$ cat src/rtl/enemy_pkg.sv
// Shared types and helpers for the enemy vertical-position engine.
package enemy_pkg;

  typedef enum logic {
    ST_IDLE = 1'b0,
    ST_FLY  = 1'b1
  } ch_state_e;

  localparam logic [1:0] RATE_SEL_SLOW  = 2'b00;
  localparam logic [1:0] RATE_SEL_MID   = 2'b01;
  localparam logic [1:0] RATE_SEL_QUICK = 2'b10;
  localparam logic [1:0] RATE_SEL_FAST  = 2'b11;

  // Bits needed to hold a count of 0..n simultaneous events.
  function automatic int unsigned popcnt_width(input int unsigned n);
    return $clog2(n + 1);
  endfunction

endpackage

$ cat src/rtl/enemy_y_tracker_if.sv
// Control/status bundle between the spawn/collision logic and the tracker.
interface enemy_y_tracker_if #(
  parameter int unsigned N_CH  = 10,
  parameter int unsigned Y_W   = 8,
  parameter int unsigned ESC_W = 8
);
  logic                  move_en;
  logic [1:0]            flying_rate;
  logic [N_CH-1:0]       spawn;
  logic [N_CH-1:0]       destroy;
  logic [N_CH*Y_W-1:0]   y_flat;
  logic [N_CH-1:0]       active;
  logic [N_CH-1:0]       touch_edge;
  logic [ESC_W-1:0]      escape_cnt;

  modport master (
    output move_en, flying_rate, spawn, destroy,
    input  y_flat, active, touch_edge, escape_cnt
  );

  modport slave (
    input  move_en, flying_rate, spawn, destroy,
    output y_flat, active, touch_edge, escape_cnt
  );
endinterface

$ cat src/rtl/enemy_y_channel.sv
// One enemy channel: IDLE/FLY state, y coordinate and edge-touch pulse.
module enemy_y_channel
  import enemy_pkg::*;
#(
  parameter int unsigned Y_W   = 8,
  parameter int unsigned Y_MAX = 120
) (
  input  logic           clk,
  input  logic           reset_n,
  input  logic           tick,
  input  logic           spawn,
  input  logic           destroy,
  output logic [Y_W-1:0] y,
  output logic           active,
  output logic           touch_edge,
  output logic           touch_c
);

  localparam logic [Y_W-1:0] Y_LAST = Y_W'(Y_MAX - 1);
  localparam logic [Y_W-1:0] Y_EDGE = Y_W'(Y_MAX);

  ch_state_e      state_q, state_d;
  logic [Y_W-1:0] y_d;
  logic           touch_d;
  logic           active_d;

  // State, coordinate and status registers.
  always_ff @(posedge clk) begin
    if (!reset_n) begin
      state_q    <= ST_IDLE;
      y          <= '0;
      active     <= 1'b0;
      touch_edge <= 1'b0;
    end else begin
      state_q    <= state_d;
      y          <= y_d;
      active     <= active_d;
      touch_edge <= touch_d;
    end
  end

  // Next state: destroy beats an edge-reaching tick, which beats a plain step.
  always_comb begin
    state_d = state_q;
    y_d     = y;
    touch_d = 1'b0;
    case (state_q)
      ST_IDLE: begin
        if (spawn) begin
          state_d = ST_FLY;
          y_d     = '0;
        end
      end
      ST_FLY: begin
        if (destroy) begin
          state_d = ST_IDLE;
          y_d     = '0;
        end else if (tick) begin
          if (y == Y_LAST) begin
            state_d = ST_IDLE;
            y_d     = Y_EDGE;
            touch_d = 1'b1;
          end else begin
            y_d = y + Y_W'(1);
          end
        end
      end
    endcase
    active_d = (state_d == ST_FLY);
  end

  assign touch_c = touch_d;

endmodule

$ cat src/rtl/enemy_y_tracker.sv
// Shared move-tick divider, N_CH enemy channels and saturating escape counter.
module enemy_y_tracker
  import enemy_pkg::*;
#(
  parameter int unsigned N_CH  = 10,
  parameter int unsigned Y_W   = 8,
  parameter int unsigned Y_MAX = 120,
  parameter int unsigned CNT_W = 24,
  parameter int unsigned RATE0 = 12499999,
  parameter int unsigned RATE1 = 6499999,
  parameter int unsigned RATE2 = 3999999,
  parameter int unsigned RATE3 = 1999999,
  parameter int unsigned ESC_W = 8
) (
  input  logic               clk,
  input  logic               reset_n,
  enemy_y_tracker_if.slave   bus
);

  localparam int unsigned PC_W  = popcnt_width(N_CH);
  localparam int unsigned SUM_W = ((ESC_W > PC_W) ? ESC_W : PC_W) + 1;
  localparam logic [SUM_W-1:0] ESC_SAT = SUM_W'({ESC_W{1'b1}});

  logic [CNT_W-1:0]      div_q;
  logic [CNT_W-1:0]      reload_c;
  logic                  tick_c;
  logic [N_CH-1:0]       touch_c;
  logic [PC_W-1:0]       pop_c;
  logic [SUM_W-1:0]      esc_sum_c;
  logic [ESC_W-1:0]      esc_d;
  logic [ESC_W-1:0]      esc_q;
  logic [N_CH*Y_W-1:0]   y_flat_q;
  logic [N_CH-1:0]       active_q;
  logic [N_CH-1:0]       touch_q;

  // Reload value for the currently selected speed.
  always_comb begin
    reload_c = CNT_W'(RATE0);
    case (bus.flying_rate)
      RATE_SEL_SLOW:  reload_c = CNT_W'(RATE0);
      RATE_SEL_MID:   reload_c = CNT_W'(RATE1);
      RATE_SEL_QUICK: reload_c = CNT_W'(RATE2);
      RATE_SEL_FAST:  reload_c = CNT_W'(RATE3);
    endcase
  end

  // Down-counter; rate is only re-sampled at reload so a live countdown is kept.
  always_ff @(posedge clk) begin
    if (!reset_n) begin
      div_q <= reload_c;
    end else if (bus.move_en) begin
      div_q <= (div_q == '0) ? reload_c : div_q - CNT_W'(1);
    end
  end

  assign tick_c = bus.move_en && (div_q == '0);

  for (genvar i = 0; i < N_CH; i++) begin : g_ch
    enemy_y_channel #(
      .Y_W   (Y_W),
      .Y_MAX (Y_MAX)
    ) u_ch (
      .clk        (clk),
      .reset_n    (reset_n),
      .tick       (tick_c),
      .spawn      (bus.spawn[i]),
      .destroy    (bus.destroy[i]),
      .y          (y_flat_q[i*Y_W +: Y_W]),
      .active     (active_q[i]),
      .touch_edge (touch_q[i]),
      .touch_c    (touch_c[i])
    );
  end

  // Count of channels touching the edge on this edge.
  always_comb begin
    pop_c = '0;
    for (int i = 0; i < N_CH; i++) begin
      pop_c = pop_c + PC_W'(touch_c[i]);
    end
  end

  // Saturating accumulation of escapes.
  always_comb begin
    esc_sum_c = SUM_W'(esc_q) + SUM_W'(pop_c);
    esc_d     = (esc_sum_c > ESC_SAT) ? {ESC_W{1'b1}} : esc_sum_c[ESC_W-1:0];
  end

  // Escape counter register.
  always_ff @(posedge clk) begin
    if (!reset_n) begin
      esc_q <= '0;
    end else begin
      esc_q <= esc_d;
    end
  end

  assign bus.y_flat     = y_flat_q;
  assign bus.active     = active_q;
  assign bus.touch_edge = touch_q;
  assign bus.escape_cnt = esc_q;

endmodule

$ cat src/flat_wrapper.sv
// flat-port wrapper written by rule: the top's interface ports become plain ports
module enemy_y_tracker_flat import enemy_pkg::*;
#(
  parameter int unsigned N_CH  = 10,
  parameter int unsigned Y_W   = 8,
  parameter int unsigned Y_MAX = 120,
  parameter int unsigned CNT_W = 24,
  parameter int unsigned RATE0 = 12499999,
  parameter int unsigned RATE1 = 6499999,
  parameter int unsigned RATE2 = 3999999,
  parameter int unsigned RATE3 = 1999999,
  parameter int unsigned ESC_W = 8
)
  (clk, reset_n, bus_move_en, bus_flying_rate, bus_spawn, bus_destroy, bus_y_flat, bus_active, bus_touch_edge, bus_escape_cnt);
  enemy_y_tracker_if #(.N_CH(N_CH), .Y_W(Y_W), .ESC_W(ESC_W)) bus_i ();
  input  logic clk;
  input  logic reset_n;
  input wire logic [$bits(bus_i.move_en)-1:0] bus_move_en;
  input wire logic [$bits(bus_i.flying_rate)-1:0] bus_flying_rate;
  input wire logic [$bits(bus_i.spawn)-1:0] bus_spawn;
  input wire logic [$bits(bus_i.destroy)-1:0] bus_destroy;
  output wire logic [$bits(bus_i.y_flat)-1:0] bus_y_flat;
  output wire logic [$bits(bus_i.active)-1:0] bus_active;
  output wire logic [$bits(bus_i.touch_edge)-1:0] bus_touch_edge;
  output wire logic [$bits(bus_i.escape_cnt)-1:0] bus_escape_cnt;
  assign bus_i.move_en = bus_move_en;
  assign bus_i.flying_rate = bus_flying_rate;
  assign bus_i.spawn = bus_spawn;
  assign bus_i.destroy = bus_destroy;
  assign bus_y_flat = bus_i.y_flat;
  assign bus_active = bus_i.active;
  assign bus_touch_edge = bus_i.touch_edge;
  assign bus_escape_cnt = bus_i.escape_cnt;
  enemy_y_tracker #(.N_CH(N_CH), .Y_W(Y_W), .Y_MAX(Y_MAX), .CNT_W(CNT_W), .RATE0(RATE0), .RATE1(RATE1), .RATE2(RATE2), .RATE3(RATE3), .ESC_W(ESC_W)) u_core (.clk(clk), .reset_n(reset_n), .bus(bus_i));
endmodule
$ cat config.mk
export PLATFORM = sky130hd
export DESIGN_NAME = enemy_y_tracker_flat
export DESIGN_NICKNAME = d
export VERILOG_FILES = /design/src/rtl/enemy_pkg.sv /design/src/rtl/enemy_y_tracker_if.sv /design/src/rtl/enemy_y_channel.sv /design/src/rtl/enemy_y_tracker.sv /design/src/flat_wrapper.sv
export SDC_FILE = /design/constraint.sdc
export NUM_CORES = 1
export LEC_CHECK = 0
export BUFFER_PORTS_ARGS = -buffer_cell sky130_fd_sc_hd__buf_2
export CORE_MARGIN = 3
export CORE_UTILIZATION = 54
export CTS_BUF_LIST = sky130_fd_sc_hd__clkbuf_2
export CTS_CLUSTER_SIZE = 25
export DETAILED_ROUTE_END_ITERATION = 16
export GPL_TIMING_DRIVEN = 1
export PLACE_DENSITY_LB_ADDON = 0.05
export SLEW_MARGIN = 25
export SYNTH_ARGS = -nofsm -noshare
export SYNTH_HDL_FRONTEND = slang
export SYNTH_SLANG_ARGS = --single-unit
export TNS_END_PERCENT = 20
$ cat constraint.sdc
create_clock -name clk -period 13.5 [get_ports clk]
set_input_delay 1.35 -clock clk [delete_from_list [all_inputs] [get_ports clk]]
set_output_delay 1.35 -clock clk [all_outputs]
set_load 0.01 [all_outputs]
# After elaboration in Yosys (flattened, before gate mapping)

Index checks and enable logic that the tools add are counted.
W data, S select, Z words.

Register bits after elaboration: 132
Word-level logic and storage cells: 256
Input port bits: 25

Bitwise gates (word level): 10
Reduce and logical (&&, ||, !) cells: 13
Order comparisons: 1
Eq/ne operators: 34
Mux-type cells: 145
Add/sub/neg operators: 21

Operators with widths:

| kind                    | count |
|---|---|
| $mux W8                 | 41 |
| $pmux W8 S2             | 10 |
| $pmux W24 S4            | 1 |
| $add A8 B1 Y8 const B   | 10 |
| $eq A8 B7 Y1 const B    | 10 |
| $mux W1                 | 80 |
| $mux W24                | 3 |
| $add A4 B1 Y4           | 8 |
| $ne A3 B2 Y1 const B    | 9 |
| $logic_not A24 Y1       | 1 |
| $sub A24 B1 Y24 const B | 1 |
| $ne A2 B2 Y1 const B    | 10 |
| $pmux W1 S2             | 10 |
| $reduce_and A2 Y1       | 10 |
| $not A1 Y1              | 10 |
| $add A8 B4 Y9           | 1 |
| $gt A9 B8 Y1 const B    | 1 |
| $eq A2 B2 Y1 const B    | 2 |
| $ne A3 B3 Y1 const B    | 1 |
| $add A1 B1 Y2           | 1 |
| $eq A2 B1 Y1 const B    | 1 |
| $logic_not A2 Y1        | 1 |
| $ne A2 B1 Y1 const B    | 1 |
| $logic_and A1 B1 Y1     | 1 |

# Longest topological paths before layout

Gate-level depths: netlist of the first run.

Depth in word-level cells: 17
Depth in mapped cells: 22
Gate-level depth less buffers: 21

# Hierarchy

A second synthesis of the first run with hierarchy kept.

Cells, all modules: 868
Area, all modules: 7,353.3 sq um

Modules (own cells, without submodules):

| module          | instances | area each (sq um) | sequential area each (sq um) | cells an instance |
|---|---|---|---|---|
| enemy_y_channel | 10        | 520.5             | 200.2                        | 65 |
| enemy_y_tracker | 1         | 2,148.3           | 880.8                        | 218 |

# Worst setup path before layout of the first run

No wires, ideal clock.

Kind: input port to flip-flop
Start point: in bus_move_en
End point: reg u_core.esc_q[1], in the netlist u_core.bus.escape_cnt[1]
Setup slack: 7.412 ns
Required time: 13.429 ns
Cell stages on the path: 18
Library setup time: 0.071 ns
Data arrival time: 6.017 ns
Path through: nand4_1 > or3_1 > buf_6 > buf_6 > clkbuf_1 > nor2_1 > nand2_1 > fa_1 > fa_1 > fa_1 > fa_1 > fa_1 > fa_1 > nor2b_1 > o21ai_0 > a21boi_0 > nand4_1 > a21oi_1

Cells in the longest elaborated chain, start to end: 16
Elaborated cells between the ends (all ways): 43
Those cells by class: 10 x add/sub; 1 x order compare; 31 x mux; 1 x reduce/logical

RTL lines:

| what                        | line                  | RTL |
|---|---|---|
| start, declared             | flat_wrapper.sv:18    | `input wire logic [$bits(bus_i.move_en)-1:0] bus_move_en;` |
| $logic_and A1 B1 Y1 (*)     | enemy_y_tracker.sv:56 | `assign tick_c = bus.move_en && (div_q == '0);` |
| $mux W1                     | enemy_y_channel.sv:58 | `end else if (tick) begin` |
| $mux W1                     | enemy_y_channel.sv:55 | `if (destroy) begin` |
| $mux W1                     | enemy_y_channel.sv:47 | `case (state_q)` |
| $add A1 B1 Y2               | enemy_y_tracker.sv:79 | `pop_c = pop_c + PC_W'(touch_c[i]);` |
| $add A4 B1 Y4 (7 in series) | enemy_y_tracker.sv:79 |  |
| $add A4 B1 Y4 (*)           | enemy_y_tracker.sv:79 |  |
| $add A8 B4 Y9 (*)           | enemy_y_tracker.sv:85 | `esc_sum_c = SUM_W'(esc_q) + SUM_W'(pop_c);` |
| $gt A9 B8 Y1                | enemy_y_tracker.sv:86 | `esc_d = (esc_sum_c > ESC_SAT) ? {ESC_W{1'b1}} : esc_sum_c[ESC_W-1:0];` |
| $mux W8 (*)                 | enemy_y_tracker.sv:86 |  |
| end signal, assigned        | enemy_y_tracker.sv:94 | `esc_q <= esc_d;` |
| end, declared               | enemy_y_tracker.sv:31 | `logic [ESC_W-1:0] esc_q;` |

Mark *: on every way between the ends. The rest lies on a longest branch, timed or not.
A chain may end at the register's enable or synchronous reset.

# Worst setup path in the final report of the first run

Start point: reg u_core.div_q[19]
End point: reg u_core.esc_q[1], in the netlist u_core.bus.escape_cnt[1]

Cells in the longest elaborated chain, start to end: 17
Elaborated cells between the ends (all ways): 44
Those cells by class: 10 x add/sub; 1 x order compare; 31 x mux; 2 x reduce/logical

RTL lines:

| what                        | line                  | RTL |
|---|---|---|
| start, declared             | enemy_y_tracker.sv:24 | `logic [CNT_W-1:0] div_q;` |
| start signal, assigned      | enemy_y_tracker.sv:50 | `div_q <= reload_c;` |
| start signal, assigned      | enemy_y_tracker.sv:52 | `div_q <= (div_q == '0) ? reload_c : div_q - CNT_W'(1);` |
| $logic_not A24 Y1 (*)       | enemy_y_tracker.sv:56 |  |
| $logic_and A1 B1 Y1 (*)     | enemy_y_tracker.sv:56 |  |
| $mux W1                     | enemy_y_channel.sv:58 |  |
| $mux W1                     | enemy_y_channel.sv:55 |  |
| $mux W1                     | enemy_y_channel.sv:47 |  |
| $add A1 B1 Y2               | enemy_y_tracker.sv:79 |  |
| $add A4 B1 Y4 (7 in series) | enemy_y_tracker.sv:79 |  |
| $add A4 B1 Y4 (*)           | enemy_y_tracker.sv:79 |  |
| $add A8 B4 Y9 (*)           | enemy_y_tracker.sv:85 |  |
| $gt A9 B8 Y1                | enemy_y_tracker.sv:86 |  |
| $mux W8 (*)                 | enemy_y_tracker.sv:86 |  |

Marked as above.

==> results of run 1 <==
-- final timing paths --
check,start,endpoint,cells after the start
max reg2reg,u_core.div_q[19],u_core.bus.escape_cnt[1],17
min reg2reg,u_core.g_ch[6].u_ch.y[1],u_core.g_ch[6].u_ch.y[1],2
min,u_core.g_ch[6].u_ch.y[1],u_core.g_ch[6].u_ch.y[1],2
max,u_core.div_q[19],u_core.bus.escape_cnt[1],17
-- flip-flops by register name, indices dropped and copies added (netlist names) --
register and flops:
u_core.bus.escape_cnt 8, u_core.div_q 24, u_core.g_ch.u_ch.state_q 10, u_core.g_ch.u_ch.touch_edge 10, u_core.g_ch.u_ch.y 80
-- per-layer routing --
metal | vias up | GRT usage
met5 | - | 0
li1 | 3580 | -
met4 | 0 | 0.08227
met3 | 35 | 0.06022
met2 | 266 | 0.3751
met1 | 3425 | 0.3473
-- synth_stat cells (5+ instances only) --
cell | instances | area, µm²
nand2b_1 | 20 | 125.1
dfxtp_1 | 108 | 2162
nor3_1 | 25 | 125.1
or4_1 | 21 | 157.7
nand3_1 | 41 | 205.2
xnor2_1 | 9 | 78.83
inv_1 | 28 | 105.1
nand4_1 | 16 | 100.1
nand4b_1 | 9 | 78.83
nor4_1 | 14 | 87.58
buf_1 | 5 | 18.77
o21a_1 | 10 | 75.07
o211ai_1 | 14 | 105.1
nor2_1 | 51 | 191.4
and4_1 | 10 | 87.58
or3_1 | 10 | 62.56
mux2i_1 | 8 | 80.08
a21o_1 | 11 | 82.58
or2_2 | 9 | 56.30
o221a_2 | 11 | 123.9
clkbuf_1 | 32 | 120.1
fa_1 | 7 | 140.1
and2_1 | 11 | 68.82
and3_1 | 17 | 106.4
nor2b_1 | 13 | 81.33
nand2_1 | 76 | 285.3
o21ai_0 | 48 | 240.2
buf_4 | 20 | 150.1
ha_1 | 28 | 350.3
xor2_1 | 15 | 131.4
a31oi_1 | 38 | 237.7
edfxtp_1 | 24 | 720.7
a21oi_1 | 71 | 355.3
-- area by class of cell --
type                    instances  area [µm²]
multi-input cells             680        4443
repair buffers                142       735.7
well taps                     180       225.2
flip-flops and latches        132        2883
fillers                      1306        5389
inverters                      28       105.1
clock inverters                 8       38.79
clock buffers                  23       115.1
-- worst max-delay path: cells and delay by family (launching register included) --
family / cells / cell delay (ns)
simple gates: 7 / 1.62
buf+inv: 1 / 0.24
fa+ha+maj: 6 / 2.80
compound gates: 3 / 0.79
flops: 1 / 0.49
-- stage by stage --
stage | total power [mW] | utilization | hold WS (ns)
after global placement | 0.4917 | 0.6017 | 0.4727
after detailed placement | 0.4917 | 0.6020 | 0.4792
after global routing | 0.7051 | 0.6133 | 0.5335
after CTS | 0.6765 | 0.6131 | 0.5127
after floorplan | 0.4743 | - | 0.4879
final | 0.6712 | 0.6133 | 0.5109
-- power breakdown --
| part | internal [mW] | switching [mW] |
|---|---|---|
| combinational | 0.0219 | 0.0411 |
| sequential | 0.412 | 0.00977 |
| clock | 0.0487 | 0.138 |
| total | 0.482 | 0.189 |
-- logic make-up (layout without fill, tap and decap cells) --
group | count (synthesis) | after routing | synth area share
AOI/OAI and AO/OA | 248 | 248 | 0.2068
xor gates and xnor gates | 24 | 24 | 0.02719
adders and majority gates | 35 | 35 | 0.06344
buffers and inverters | 88 | 201 | 0.05454
DFF | 132 | 132 | 0.3729
muxes | 8 | 8 | 0.01036
and+or+nand+nor | 365 | 365 | 0.2648
==> results.py, run 1 <==
metrics = {
    "grt": {
        "grt_antenna_before_repair": 0,
        "grt_first_pass_wirelength_um": 32240,
        "grt_max_degree": 58,
        "overflow": 0,
        "grt_pass1_vias": 6415,
        "grt_use_total": 0.2471,
    },
    "route": {
        "wl_met3_um": 1465,
        "postRouteAntennaNets": 0,
        "top_layer": "met4",
        "drt_pre_antenna_iters": 6,
        "post_drt_via_cell_ratio": 6.124,
        "wirelength_um": 20190,
        "drc_errors": 0,
        "wl_per_cell_um": 16.93,
        "num_vias": 7306,
        "initialDrtViolationCount": 536,
        "routedLengthMet1_um": 9399,
        "wl_met2_um": 8944,
    },
    "critical_path": {
        "worstPathRequired_ns": 14.13,
        "arrival_ns": 6.69,
        "critPathLaunchType": "flip-flop",
        "cp_common_cell": "fa_1",
        "reg2reg_slack_ns": 7.44,
        "critPathMaxFanout": 37,
        "endpoint_kind": "flip-flop",
        "path_cells": "nor4_2 -> nand4_1 -> or3_1 -> buf_4 -> nor2_1 -> nand2_1 -> fa_1 -> fa_1 -> fa_1 -> fa_1 -> fa_1 -> fa_1 -> nor2b_1 -> o21ai_0 -> a21boi_0 -> nand4_1 -> a21oi_1",
        "slowest_delay_ns": 0.51,
        "path_class": "reg -> reg",
        "critPathSlowestCell": "nor4_2",
    },
    "cells_and_area": {
        "fin_area_mm2": 0.008546,
        "nets": 1061,
        "final_cell_mix": "buf_2 (132), dfxtp_1 (108), nand2_1 (75), a21oi_1 (71), nor2_1 (50)",
        "final_cells": 1193,
        "n_antenna_cell": 0,
        "drive_gt1_frac": 0.2053,
        "mostFrequentLayoutCell": "buf_2",
        "syn2layout_area_growth_pct": 10.54,
    },
    "sta": {
        "post-route-worst-setup-slack_ns": 7.438,
        "slew_viol_final": 0,
        "fin_crit_ns": 6.062,
        "period_share": 0.4490,
        "rsz0062_at_grt": "false",
        "fin_setup_tns_ns": 0,
        "slew_headroom": 0.3899,
        "setup_viol": 0,
        "tightestPinTransition_ns": 0.9152,
        "timing.fmax_ghz": 0.1650,
        "skew_ns": 0.01958,
        "hold_violations": 0,
    },
    "power_and_ir_drop": {
        "power.density_mw_per_mm2": 78.54,
        "leakage_nw": 3.428,
        "peakVddDrop_v": 0.00005353,
    },
    "yosys": {
        "ys_warn_count": 0,
        "syn_avg_cell_area_um2": 8.590,
        "synthCells": 900,
        "seq_area_frac_synth": 0.3729,
        "ys_ff_latch": 132,
        "synth_fp_nets": 960,
        "synthArstFlopShare": 0,
        "synth_edf_count": 24,
        "netlist-cell-type-count": 66,
        "synthesis.area_mm2": 0.007731,
        "synth-main-ff-cell": "dfxtp_1",
    },
    "place": {
        "dp_slack_ns": 7.039,
        "dp.cells": 1162,
        "place_hpwl_um": 14210,
        "dpl_cell_area_mm2": 0.008389,
        "gp_congestion": 0.8937,
        "numPortBuffers": 132,
    },
    "floorplan": {
        "core_mm2": 0.01393,
        "die_width_um": 125.7,
        "io_pins": 133,
        "die_h_um": 125.7,
        "die_area_mm2": 0.01579,
        "rows": 43,
        "start_util": 0.5548,
    },
    "clock_network": {
        "cts_buffer_depth": 2,
        "cts_tree": "built",
        "cts_made_buffers": 17,
        "clk_pin_slew_ns": 0.18,
        "cts_max_level": 4,
        "postCtsHoldBufs": 0,
        "post-cts-setup-buffers": 0,
        "cts_sinks": 132,
        "ctsResizeCount": 0,
        "clk_latency_ns": 0.71,
        "cts-root-buf": "clkbuf_2",
    },
    "status": {
        "outcome": "completed",
    },
    "job": {
        "max_cap_viol_count": 0,
    },
    "min_path": {
        "hp-class": "reg -> reg",
    },
}
(Power assumes the default switching activity.)
==> run 2: changes to the inputs <==
clock period = 6.1 ns   (was 13.5 ns; I/O delays follow)
==> run 2 against run 1 <==
Net effect: register-to-register slack worse by 7.1 ns; first-iteration DRC count up 0.37%; fmax up 5.9%; final cell count up 0.50%; clock power up 120%; core utilization up 0.22 points; routed wire length up 1.1%; flip-flop and latch count unchanged; clock-buffer cell count down 4; power up 120%; combinational power up 120%; via count up 0.19%.
==> results.py, run 2 (same netlist as run 1, synthesis figures left out) <==
metrics = {
    "route": {
        "drc_errors": 0,
        "drt_pre_antenna_iters": 5,
        "post_drt_via_cell_ratio": 6.105,
        "num_vias": 7320,
        "wirelength_um": 20420,
        "initialDrtViolationCount": 538,
        "wl_per_cell_um": 17.03,
        "postRouteAntennaNets": 0,
    },
    "floorplan": {
        "die_width_um": 125.7,
        "die_area_mm2": 0.01579,
        "rows": 43,
        "start_util": 0.5548,
        "die_h_um": 125.7,
        "io_pins": 133,
        "core_mm2": 0.01393,
    },
    "status": {
        "outcome": "completed",
    },
    "power_and_ir_drop": {
        "leakage_nw": 3.440,
        "power.density_mw_per_mm2": 172.1,
        "peakVddDrop_v": 0.0001591,
        "total_power_mw": 1.476,
    },
    "grt": {
        "grt_use_total": 0.2539,
        "overflow": 0,
        "grt_pass1_vias": 6520,
        "grt_antenna_before_repair": 2,
        "grt_max_degree": 58,
        "grt_first_pass_wirelength_um": 32980,
    },
    "sta": {
        "hold_violations": 0,
        "skew_ns": 0.02087,
        "slew_headroom": 0.3296,
        "slew_viol_final": 0,
        "post-route-worst-setup-slack_ns": 0.3745,
        "setup_viol": 0,
        "worst_hold_slack_ns": 0.1364,
        "period_share": 0.9386,
        "tightestPinTransition_ns": 0.9971,
        "fin_crit_ns": 5.725,
        "rsz0062_at_grt": "false",
        "timing.fmax_ghz": 0.1747,
        "fin_setup_tns_ns": 0,
    },
    "critical_path": {
        "path_buf_inv": 3,
        "crit_family": "adder cells",
        "slowest_delay_ns": 0.51,
        "cp_common_cell": "fa_1",
        "critPathLaunchType": "flip-flop",
        "endpoint_kind": "flip-flop",
        "arrival_ns": 6.35,
        "worstPathRequired_ns": 6.73,
        "path_cells": "nor4_4 -> nand4b_2 -> nor3_1 -> buf_4 -> nand2_1 -> nor2_1 -> ha_1 -> inv_1 -> fa_1 -> fa_1 -> fa_1 -> fa_1 -> fa_1 -> xor2_1 -> ha_1 -> nor2b_1 -> o21ai_0 -> a21boi_0 -> buf_4 -> and4_1 -> o21a_1",
        "critPathSlowestCell": "fa_1",
        "critPathMaxFanout": 11,
        "path_class": "reg -> reg",
    },
    "cells_and_area": {
        "final_cell_mix": "buf_2 (132), dfxtp_1 (108), nand2_1 (75), a21oi_1 (71), nor2_1 (50)",
        "largest_register_ffs": 80,
        "regMostFlops": "u_core.g_ch.u_ch.y",
        "drive_gt1_frac": 0.2024,
        "mostFrequentLayoutCell": "buf_2",
        "largestRegisters": "u_core.g_ch.u_ch.y: 80 flops, u_core.div_q: 24 flops",
        "nets": 1067,
        "syn2layout_area_growth_pct": 10.92,
        "final_core_util": 0.6154,
    },
    "min_path": {
        "hp-class": "in -> reg",
    },
    "clock_network": {
        "post-cts-setup-buffers": 0,
        "postCtsHoldBufs": 0,
        "cts-root-buf": "clkbuf_2",
        "cts_max_level": 4,
        "cts_buffer_depth": 2,
        "ctsResizeCount": 0,
        "cts_tree": "built",
        "clk_latency_ns": 0.71,
        "cts_made_buffers": 17,
        "cts_sinks": 132,
        "clk_pin_slew_ns": 0.18,
    },
    "place": {
        "numPortBuffers": 132,
        "dp_slack_ns": 0.4088,
        "place_hpwl_um": 14270,
        "gp_congestion": 0.8489,
    },
    "job": {
        "max_cap_viol_count": 0,
    },
}
==> run 2: cell types whose count changed in the layout (fill, tap and decap cells not counted), moves of 4 or more <==
| cell | previous run | this run |
|---|---|---|
| clkbuf_2 | 23 | 19 |
| clkinv_2 | 7 | 2 |
| buf_4 | 10 | 16 |
| clkinv_1 | 1 | 7 |
==> run 2: layout make-up <==
cell class / count / area [µm²]
clock buffers: 19 / 95.09
repair buffers: 148 / 780.7
well taps: 180 / 225.2
inverters: 28 / 105.1
fillers: 1283 / 5359
clock inverters: 11 / 46.29
flip-flops and latches: 132 / 2883
multi-input cells: 680 / 4438
diodes: 1 / 2.502
==> run 2: where the power goes <==
part | switching (mW) | leakage, nW | internal [mW] | total, mW
logic | 0.0914 | 2.23 | 0.0496 | 0.141
registers | 0.0215 | 1.10 | 0.911 | 0.932
clock network | 0.309 | 0.109 | 0.0935 | 0.403
total | 0.422 | 3.44 | 1.05 | 1.48
==> run 2: final timing paths <==
| path | startpoint | end | slack, ns | depth (start not counted) |
|---|---|---|---|---|
| setup / recovery | u_core.div_q[14] | u_core.bus.escape_cnt[4] | 0.37 | 21 |
| hold / removal | bus_spawn[4] | u_core.g_ch[4].u_ch.state_q | 0.14 | 3 |
| setup reg to reg | u_core.div_q[14] | u_core.bus.escape_cnt[4] | 0.37 | 21 |
| hold reg to reg | u_core.g_ch[6].u_ch.y[1] | u_core.g_ch[6].u_ch.y[1] | 0.50 | 2 |
==> run 2: tightest hold or removal path: stages <==
cell      delay (ns)
buf_2           0.11
nand2b_1        0.06
a21oi_1         0.05
==> run 2: per-stage QoR <==
step / instance area (µm²) / instances
detailed placement: 8429 / 1168
floorplan: 7731 / 900
finish: 8576 / 1199
global placement: 8429 / 1168
CTS: 8571 / 1198
global route: 8576 / 1199
==> run 2: routing by layer <==
metal  vias to the layer above  track usage  share of wire
met5                         -            0        0.00064
met3                        25      0.06277          0.073
met2                       273       0.4012           0.46
li1                       3570            -              -
met1                      3450       0.3440           0.45
met4                         2      0.08163          0.015
